[config.mk]
export PLATFORM = sky130hd
export DESIGN_NAME = cache_control
export DESIGN_NICKNAME = d
export VERILOG_FILES = /design/src/rtl/lc3b_types.sv /design/src/rtl/sat_counter.sv /design/src/rtl/cache_control.sv
export SDC_FILE = /design/constraint.sdc
export NUM_CORES = 1
export LEC_CHECK = 0
export CORE_AREA = 2 2 69 71
export CTS_CLUSTER_SIZE = 10
export DETAILED_ROUTE_END_ITERATION = 8
export DIE_AREA = 0 0 71 73
export GPL_TIMING_DRIVEN = 0
export PLACE_DENSITY_LB_ADDON = 0.25
export SETUP_SLACK_MARGIN = 0.15
export SYNTH_ARGS = -nofsm -noshare
export SYNTH_HDL_FRONTEND = slang
export SYNTH_HIERARCHICAL = 1
export SYNTH_SLANG_ARGS = --single-unit
[constraint.sdc]
create_clock -name clk -period 5.8 [get_ports clk]
set_input_delay 0.58 -clock clk [delete_from_list [all_inputs] [get_ports clk]]
set_output_delay 0.58 -clock clk [all_outputs]
set_load 0.01 [all_outputs]
[src/rtl/lc3b_types.sv]
// Shared types for the LC-3b L1 cache.
// cache_state_t names the controller states for waveform and debug use; the
// controller derives its legacy-style state constants from these values so
// the two can never drift apart.
package lc3b_types;

  typedef enum logic [1:0] {
    IDLE      = 2'd0,
    WRITEBACK = 2'd1,
    ALLOCATE  = 2'd2
  } cache_state_t;

endpackage

[src/rtl/sat_counter.sv]
// Saturating up-counter used for the cache hit/miss performance counters.
// Ports:
//   clk     - clock, rising edge
//   reset   - synchronous, active-high; clears the count
//   inc     - increment request for this cycle
//   count_o - current count; holds at all-ones instead of wrapping
module sat_counter #(
  parameter int WIDTH = 16
) (
  input  logic             clk,
  input  logic             reset,
  input  logic             inc,
  output logic [WIDTH-1:0] count_o
);

  logic [WIDTH-1:0] count_q;

  // NOTE: clocked state uses non-blocking (<=) so every register samples
  // pre-edge values; blocking here would create order-dependent races.
  always_ff @(posedge clk) begin
    if (reset) begin
      count_q <= '0;
    end else if (inc && (count_q != '1)) begin
      count_q <= count_q + WIDTH'(1);
    end
  end

  assign count_o = count_q;

endmodule

[src/rtl/cache_control.sv]
// Control FSM for the 2-way set-associative, write-back, write-allocate L1
// cache. Hits complete in the cycle they are presented; misses write back a
// dirty victim (WRITEBACK), fill the victim way from memory (ALLOCATE) and
// then return to IDLE where the retried request hits.
// Ports:
//   clk, reset              - clock and synchronous active-high reset
//   cache_read/cache_write  - CPU request, held until cache_resp
//   cache_resp              - one-cycle completion pulse to the CPU
//   way1_hit/way2_hit       - datapath tag compare results
//   LRU_out, dirty_out      - LRU bit of the set, dirty bit of the victim way
//   R_W                     - datapath select (0 = memory fill, 1 = CPU/writeback)
//   load_data_1/2           - data/tag/valid array write strobes per way
//   dirty_bit, load_dirty_1/2 - dirty array write value and strobes
//   load_LRU, LRU_in        - LRU array write strobe and value
//   pmem_read/pmem_write    - physical memory line requests
//   pmem_resp               - physical memory completion pulse
//   hit_count/miss_count    - saturating performance counters
module cache_control
  import lc3b_types::*;
#(
  parameter int CNT_WIDTH = 16
) (
  input  logic                 clk,
  input  logic                 reset,
  input  logic                 cache_read,
  input  logic                 cache_write,
  output logic                 cache_resp,
  input  logic                 way1_hit,
  input  logic                 way2_hit,
  input  logic                 LRU_out,
  input  logic                 dirty_out,
  output logic                 R_W,
  output logic                 load_data_1,
  output logic                 load_data_2,
  output logic                 dirty_bit,
  output logic                 load_dirty_1,
  output logic                 load_dirty_2,
  output logic                 load_LRU,
  output logic                 LRU_in,
  output logic                 pmem_read,
  output logic                 pmem_write,
  input  logic                 pmem_resp,
  output logic [CNT_WIDTH-1:0] hit_count,
  output logic [CNT_WIDTH-1:0] miss_count
);

  localparam logic [1:0] S_IDLE      = IDLE;
  localparam logic [1:0] S_WRITEBACK = WRITEBACK;
  localparam logic [1:0] S_ALLOCATE  = ALLOCATE;

  logic [1:0] state_q, state_d;
  logic       req, hit, is_write, can_load;
  logic       hit_inc, miss_inc;

  assign req      = cache_read | cache_write;
  assign hit      = way1_hit | way2_hit;
  // A simultaneous read+write is illegal; treating it as a write keeps the
  // line consistent with whatever data the CPU presented.
  assign is_write = cache_write;
  // Array strobes are suppressed while reset is asserted so a fill that
  // completes in the reset cycle never lands a partial line.
  assign can_load = ~reset;

  assign hit_inc  = (state_q == S_IDLE) & req & hit;
  assign miss_inc = (state_q == S_IDLE) & req & ~hit;

  always_ff @(posedge clk) begin
    if (reset) begin
      state_q <= S_IDLE;
    end else begin
      state_q <= state_d;
    end
  end

  // NOTE: every output and state_d gets a default at the top of the block so
  // no path through the case leaves a value unassigned (which infers a latch).
  always_comb begin
    state_d      = state_q;
    cache_resp   = 1'b0;
    R_W          = 1'b0;
    load_data_1  = 1'b0;
    load_data_2  = 1'b0;
    dirty_bit    = 1'b0;
    load_dirty_1 = 1'b0;
    load_dirty_2 = 1'b0;
    load_LRU     = 1'b0;
    LRU_in       = 1'b0;
    pmem_read    = 1'b0;
    pmem_write   = 1'b0;

    case (state_q)
      S_IDLE: begin
        if (req && hit) begin
          cache_resp = 1'b1;
          load_LRU   = can_load;
          // LRU points at the way that was not just used.
          LRU_in     = way1_hit;
          if (is_write) begin
            R_W       = 1'b1;
            dirty_bit = 1'b1;
            if (way1_hit) begin
              load_data_1  = can_load;
              load_dirty_1 = can_load;
            end else begin
              load_data_2  = can_load;
              load_dirty_2 = can_load;
            end
          end
        end else if (req) begin
          state_d = dirty_out ? S_WRITEBACK : S_ALLOCATE;
        end
      end

      S_WRITEBACK: begin
        R_W        = 1'b1;
        pmem_write = 1'b1;
        if (pmem_resp) begin
          state_d = S_ALLOCATE;
        end
      end

      S_ALLOCATE: begin
        pmem_read = 1'b1;
        if (pmem_resp) begin
          dirty_bit = 1'b0;
          if (LRU_out) begin
            load_data_2  = can_load;
            load_dirty_2 = can_load;
          end else begin
            load_data_1  = can_load;
            load_dirty_1 = can_load;
          end
          state_d = S_IDLE;
        end
      end

      default: begin
        state_d = S_IDLE;
      end
    endcase
  end

  sat_counter #(.WIDTH(CNT_WIDTH)) u_hit_cnt (
    .clk     (clk),
    .reset   (reset),
    .inc     (hit_inc),
    .count_o (hit_count)
  );

  sat_counter #(.WIDTH(CNT_WIDTH)) u_miss_cnt (
    .clk     (clk),
    .reset   (reset),
    .inc     (miss_inc),
    .count_o (miss_count)
  );

endmodule

## After elaboration in Yosys (flattened, before gate mapping)

Index checks and enable logic that the tools add are counted.

| cells by class | value |
|---|---|
| $add $sub $neg | 2 |
| eq/ne operators | 8 |
| multiplexer cells | 30 |
| bitwise logic cells | 7 |
| reduce and logical (&&, ||, !) cells | 5 |

Operator list:

| kind | count |
|---|---|
| adder 16 x 1 -> 16 bit (second input constant) | 2 |
| inequality test 16 bit (second input constant) | 2 |
| two-way mux 1 bit | 21 |
| two-way mux 2 bit | 5 |
| inequality test 2 bit (second input constant) | 4 |
| one-hot mux 1 bit (2 select lines) | 3 |
| one-hot mux 2 bit (3 select lines) | 1 |
| AND reduction 4 bit | 1 |
| AND 1 bit | 3 |
| logical AND 1 bit | 3 |
| == test 2 x 1 -> 1 bit (second input constant) | 1 |
| == test 2 bit (second input constant) | 1 |
| logical NOT 2 bit | 1 |
| NOT 1 bit | 2 |
| bitwise OR 1 bit | 2 |

| word-level totals | value |
|---|---|
| register bits after elaboration | 34 |
| bits of input ports | 9 |
| output and inout bits | 43 |
| logic and storage cells | 55 |

## Depth between registers and ports, before layout

| depth | value |
|---|---|
| depth after elaboration | 5 |
| depth in mapped cells | 8 |

## Cells and area by module

The synthesis kept the hierarchy.

By module, submodules not included:

| module | times used | cells each | area each (um^2) | sequential area each (um^2) |
|---|---|---|---|---|
| sat_counter | 2 | 99 | 848.3 | 320.3 |
| cache_control | 1 | 33 | 239.0 | 40.0 |

## Worst setup path before layout

No wires, ideal clock.

| path | value |
|---|---|
| path kind | input to register |
| from | input port cache_write |
| to | register u_miss_cnt.count_q[7], in the netlist u_miss_cnt/count_o[7] |
| setup time | 0.070 ns |
| arrival time | 1.995 ns |
| slack | 3.735 ns |
| stages on the path | 6 |
| cell sequence | o21ai_1 nor3_1 nand2_1 clkbuf_1 or4_1 a21oi_1 |

| between the ends | value |
|---|---|
| longest elaborated chain between the ends | 4 |

RTL lines:

| element | line | RTL |
|---|---|---|
| start, declared | cache_control.sv:26 | `input logic cache_write,` |
| bitwise OR 1 bit | cache_control.sv:55 | `assign req = cache_read \| cache_write;` |
| AND 1 bit (2 in series) | cache_control.sv:65 | `assign miss_inc = (state_q == S_IDLE) & req & ~hit;` |
| via miss_inc | cache_control.sv:53 | `logic hit_inc, miss_inc;` |
| logical AND 1 bit | sat_counter.sv:23 | `end else if (inc && (count_q != '1)) begin` |
| end signal, assigned | sat_counter.sv:24 | `count_q <= count_q + WIDTH'(1);` |
| end, declared | sat_counter.sv:16 | `logic [WIDTH-1:0] count_q;` |

The timed path passes the listed nets, and every way through them passes these cells.
A chain may end at the register's enable or synchronous reset.

## Final worst setup path

| path | value |
|---|---|
| from | input port way2_hit |
| to | output port load_dirty_2 |

| between the ends | value |
|---|---|
| longest elaborated chain between the ends | 4 |

RTL lines:

| element | line | RTL |
|---|---|---|
| start, declared | cache_control.sv:29 | `input logic way2_hit,` |
| bitwise OR 1 bit | cache_control.sv:56 | `assign hit = way1_hit \| way2_hit;` |
| logical AND 1 bit | cache_control.sv:93 | `if (req && hit) begin` |
| two-way mux 1 bit | cache_control.sv:93 |  |
| one-hot mux 1 bit (2 select lines) | cache_control.sv:91 | `case (state_q)` |
| end, declared | cache_control.sv:37 | `output logic load_dirty_2,` |

No other way between the ends.

==> results.toml <==
[clock_network]
clk_transition_reported_paths_ns = 0.07
cts_buffers = 5
insertion_delay_ns = 0.30
clockRootBuffer = "clkbuf_8"
cts_buffer_depth = 2
h-tree-depth = 2
postCtsSetupRepairBufs = 0
tritoncts = "yes"
post_cts_resized = 0
clock_sinks = 34
holdBufCountCts = 0

[drt]
num_vias = 2015
wire_per_inst_um = 13.7
drc = 0
via_per_inst = 5.86
finalWirelength_um = 4710
dr.pass1.iters = 4
drt-initial-drc-count = 95
final_antenna_net_count = 0

[floorplan]
die_w_um = 71
num_rows = 25
start_util_pct = 42.7
core_region_area_sq_um = 4540
boundaryPins = 52
dieArea_sq_um = 5180
die-height_um = 73

[sta]
final-hold-violation-count = 0
fmax_mhz = 349
slew_headroom_pct = 51.9
fin_crit_sh_pct = 49.4
period_needed_ns = 2.86
rsz0062_at_grt = "no"
whs_ns = 0.531
fin_ws_ns = 2.94
worst_pin_slew_ns = 0.716
tns_ns = 0
finClkSkew_ns = 0.0100
maxSlewViolCount = 0
setup_viol = 0

[worst_setup_path]
critPathKind = "primary input to primary output"
required_ns = 5.22
cp.arrival_ns = 2.28
crit_path_max_fanout = 5
start_kind = "primary input"
end_kind = "primary output"

[placed_design]
io_buffer_count = 51
place.gp.congestion = 0.825
place_ws_ns = 2.71
dp_hpwl_um = 3470

[global_routing]
grt_antenna_before_repair = 0
grt_pass1_vias = 1818
overflow = 0
grt_start_max_net_pins = 11
grtUsageTotal_pct = 18.9
grt_pass1_wl_um = 7890

[yosys]
avgSynthCellArea_sq_um = 8.38
synth_area_leaders = "dfxtp_1 35%, a21oi_1 5.9%, or4_1 5.4%"
synth_top_area_share_pct = 35.2
netlist_area_sq_um = 1940
synth_flop_cell = "dfxtp_1"
synth-edff-count = 0
synth.top_cells.by_count = "34 x dfxtp_1, 23 x a21oi_1, 16 x nor2_1"
yosysWarnings = 6
ys_ff_latch = 34
synth_area_leader_cell = "dfxtp_1"
synthArstFlopShare_pct = 0
postSynthCellCount = 231
synth_nets = 242
synth_cell_types = 43
synth-seq-area-share_pct = 35.2
yosysMostFrequentCell = "dfxtp_1"

[power_and_ir_drop]
powerDensity_nw_per_um2 = 182
ir_worst_vdd_uv = 105
power.leakage_nw = 0.844

[run]
maxCapViolCount = 0

[worst_hold_path]
hold_path_class = "flop to flop"

[finish]
n_antenna_cell = 0
syn_to_final_growth_pct = 34.6
utilization_pct = 57.4
finalNetCount = 300
drive_gt1_share_pct = 7.93
n_fill_cell = 414

[outcome]
outcome = "finished clean"
[registers in the layout, indices dropped and copies added, names as in the netlist]
register / cells
u_miss_cnt/count_o: 16
state_q: 2
u_hit_cnt/count_o: 16
[where the power goes]
part	leakage, nW	switching, mW	internal, mW
Clock	0.0482	0.0880	0.0957
Combinational	0.521	0.0242	0.0253
Sequential	0.274	0.00349	0.236
Total	0.844	0.116	0.357
[cells by family (layout without fill, tap and decap cells)]
group	Yosys count	count (layout)	synth area share [%]
muxes	5	5	2.71
xor gates and xnor gates	4	4	1.81
and+or+nand+nor	112	112	37.1
DFF	34	34	35.2
AOI/OAI and AO/OA	55	55	17.3
adders and majority gates	2	2	1.29
buffers and inverters	19	78	4.59
[final cells by class]
cell class                 instances  area [sq um]  share of cell area (%)
multi-input combinational        178          1170                    44.8
sequential                        34           681                    26.1
timing repair buffer              51           510                    19.6
clock buffer                       7          86.3                    3.31
tap                               54          67.6                    2.59
buffer                            11          58.8                    2.26
inverter                           8          30.0                    1.15
clock inverter                     1          5.00                   0.192
[worst paths after layout]
path | start | endpoint | slack, ns | depth (start not counted)
min reg2reg | u_hit_cnt/count_o[15] | u_hit_cnt/count_o[15] | 0.53 | 2
max | way2_hit | load_dirty_2 | 2.94 | 6
min | u_hit_cnt/count_o[15] | u_hit_cnt/count_o[15] | 0.53 | 2
max reg2reg | state_q[0] | u_miss_cnt/count_o[15] | 3.36 | 7
[per-stage QoR]
stage                     total power, mW  std cells  cell area [sq um]
final                               0.473        344               2610
after floorplan                     0.268        231               1940
after global placement              0.294        336               2510
after global routing                0.491        344               2610
after detailed placement            0.295        336               2510
after CTS                           0.477        344               2610
[critical path: stages]
cell,delay [ns]
clkdlybuf4s50_1,0.53
nor4bb_1,0.29
a31oi_1,0.08
nor3_2,0.13
buf_4,0.13
clkdlybuf4s50_1,0.53
[metal layers]
| metal | vias to the layer above | track usage (%) | routed length (um) |
|---|---|---|---|
| li1 | 1010 | - | - |
| met1 | 945 | 21.6 | 2070 |
| met2 | 53 | 33.4 | 2330 |
| met3 | 7 | 4.56 | 235 |
| met4 | 0 | 9.01 | 72 |
| met5 | - | 0 | 0 |
[placed cells by master (no fill, tap or decap), types with 3 or more instances in the layout]
cell type        synthesis  final
mux2i_1                  3      3
and4_1                   6      6
clkbuf_1                 4      5
nor2_1                  16     16
nand2_1                 12     12
nand4_1                  6      6
xnor2_1                  4      4
nand3_1                 12     12
o21ai_0                  9      9
a21oi_1                 23     23
dfxtp_1                 34     34
o31ai_1                 12     12
clkbuf_8                 0      6
nor2b_1                  4      4
nor4_1                   4      4
clkdlybuf4s50_1          0     51
or3_1                    6      6
nor3_1                  12     12
or4_1                   14     14
nand3b_1                 4      4
nor4bb_1                 3      3
inv_1                    8      8
Power figures use the tool's default switching activity.
==> RTL edit, RTL diff (same flow settings) <==
Set the parameter `CNT_WIDTH` to 24 (it was 16).
--- a/src/rtl/cache_control.sv
+++ b/src/rtl/cache_control.sv
@@ -18,7 +18,7 @@
 module cache_control
   import lc3b_types::*;
 #(
-  parameter int CNT_WIDTH = 16
+  parameter int CNT_WIDTH = 24
 ) (
   input  logic                 clk,
   input  logic                 reset,
Ports: changed (resized hit_count and miss_count); port bits go from 52 to 68. No check against the original RTL was run, so the function may have changed too.
==> RTL edit against the unedited design <==
Setup slack worse by 0.029 ns; count of clock-buffer cells in the layout stayed put; core utilization increased by 19 points; synthesized area increased by 37%; register-to-register slack lost 0.15 ns; total power is 28% higher; sequential cell count up 16; clock power up 4%; non-clock buffer count up 18; synthesized cell count is 36% higher; final area rose by 33%; routed wire length increased by 42%.
==> RTL edit: results (changes against the unedited design) <==
The hold path startpoint is u_hit_cnt/count_o[23]$_SDFFE_PP0P_. The data arrival at the endpoint of the critical path is 2.31 ns (+0.03 ns), and the number of port buffers is 67 (+31%). The slew at the pin closest to its max-slew limit is 0.834 ns (+0.119 ns), and the post-synthesis to final-layout area growth is 30.8%. Net count after synthesis: 326 (+35%). The setup skew after layout was 0.00835 ns (-0.00168 ns). In this run the worst setup path terminates at load_dirty_1. The met2 wirelength from detailed routing is 3.48 mm (+50%). The flow ran to the end, and the final reports show no timing, DRC or antenna violations. The non-clock buffer contribution to total cell area is 21.3% (-0.58 points), and the overall global routing resource usage is 26.2% (+7.3 points). For the met1 layer wirelength in the final routing, the log shows 2.79 mm (+35%).

For the met1 global-route usage, the log shows 31.5% (+10 points). The logs give 338 um (+44%) for the met3 layer wire length in the routed design and 248 (+39%) for the multi-input logic cell count. The run gives 4.84 mm (+39%) as the placed wire-length estimate. The number of instances in the synthesized netlist was 315 (+36%); the largest net degree at the start of global routing was 14 (+3). The count of non-CTS buffers in the layout is 80 (+29%), and the stage delay of the slowest cell on the critical path is 0.61 ns (+0.08 ns).

The startpoint identified for the worst register-to-register timing path is u_miss_cnt/count_o[16]$_SDFFE_PP0P_. The critical path starts at way1_hit. The total vias in the final route came out at 2,659 (+32%). Share of post-route cells with drive strength above 1: 6.94% (-0.99 points).

The number of global-route vias before repair is 2,477 (+36%). The capture endpoint of the worst hold path was u_hit_cnt/count_o[23]$_SDFFE_PP0P_. The final non-filler cell total was 443 (+29%); the register share of the cell area was 28.9% (+2.8 points). Share of the yosys chip area belonging to registers: 37.8% (+2.6 points). The detailed router's first-iteration violation count was 205 (+120%); the met3 layer usage reported by global route was 3.31% (-1.2 points). The reg-to-reg critical path endpoint is u_miss_cnt/count_o[7]$_SDFFE_PP0P_.
-- RTL edit: cell families (layout without fill, tap and decap cells) --
group | Yosys count | after routing | synth area share (%)
and+or+nand+nor | 156 | 156 | 33.1
AOI/OAI and AO/OA | 63 | 63 | 15.9
DFF | 50 | 50 | 37.8
xor gates and xnor gates | 22 | 22 | 7.27
buffers and inverters | 17 | 91 | 3.07
muxes | 5 | 5 | 1.98
adders and majority gates | 2 | 2 | 0.945
-- RTL edit: worst min-delay path, stage by stage (launching register included) --
cell,delay (ns)
dfxtp_1,0.34
o31ai_1,0.07
a21oi_1,0.06
-- RTL edit: power groups by stage --
stage / sequential [mW] / clock, mW / combinational, mW
floorplan: 0.360 / 0 / 0.0314
global placement: 0.359 / 0 / 0.0635
detailed placement: 0.359 / 0 / 0.0646
CTS: 0.351 / 0.193 / 0.0649
global route: 0.352 / 0.206 / 0.0715
finish: 0.351 / 0.192 / 0.0651
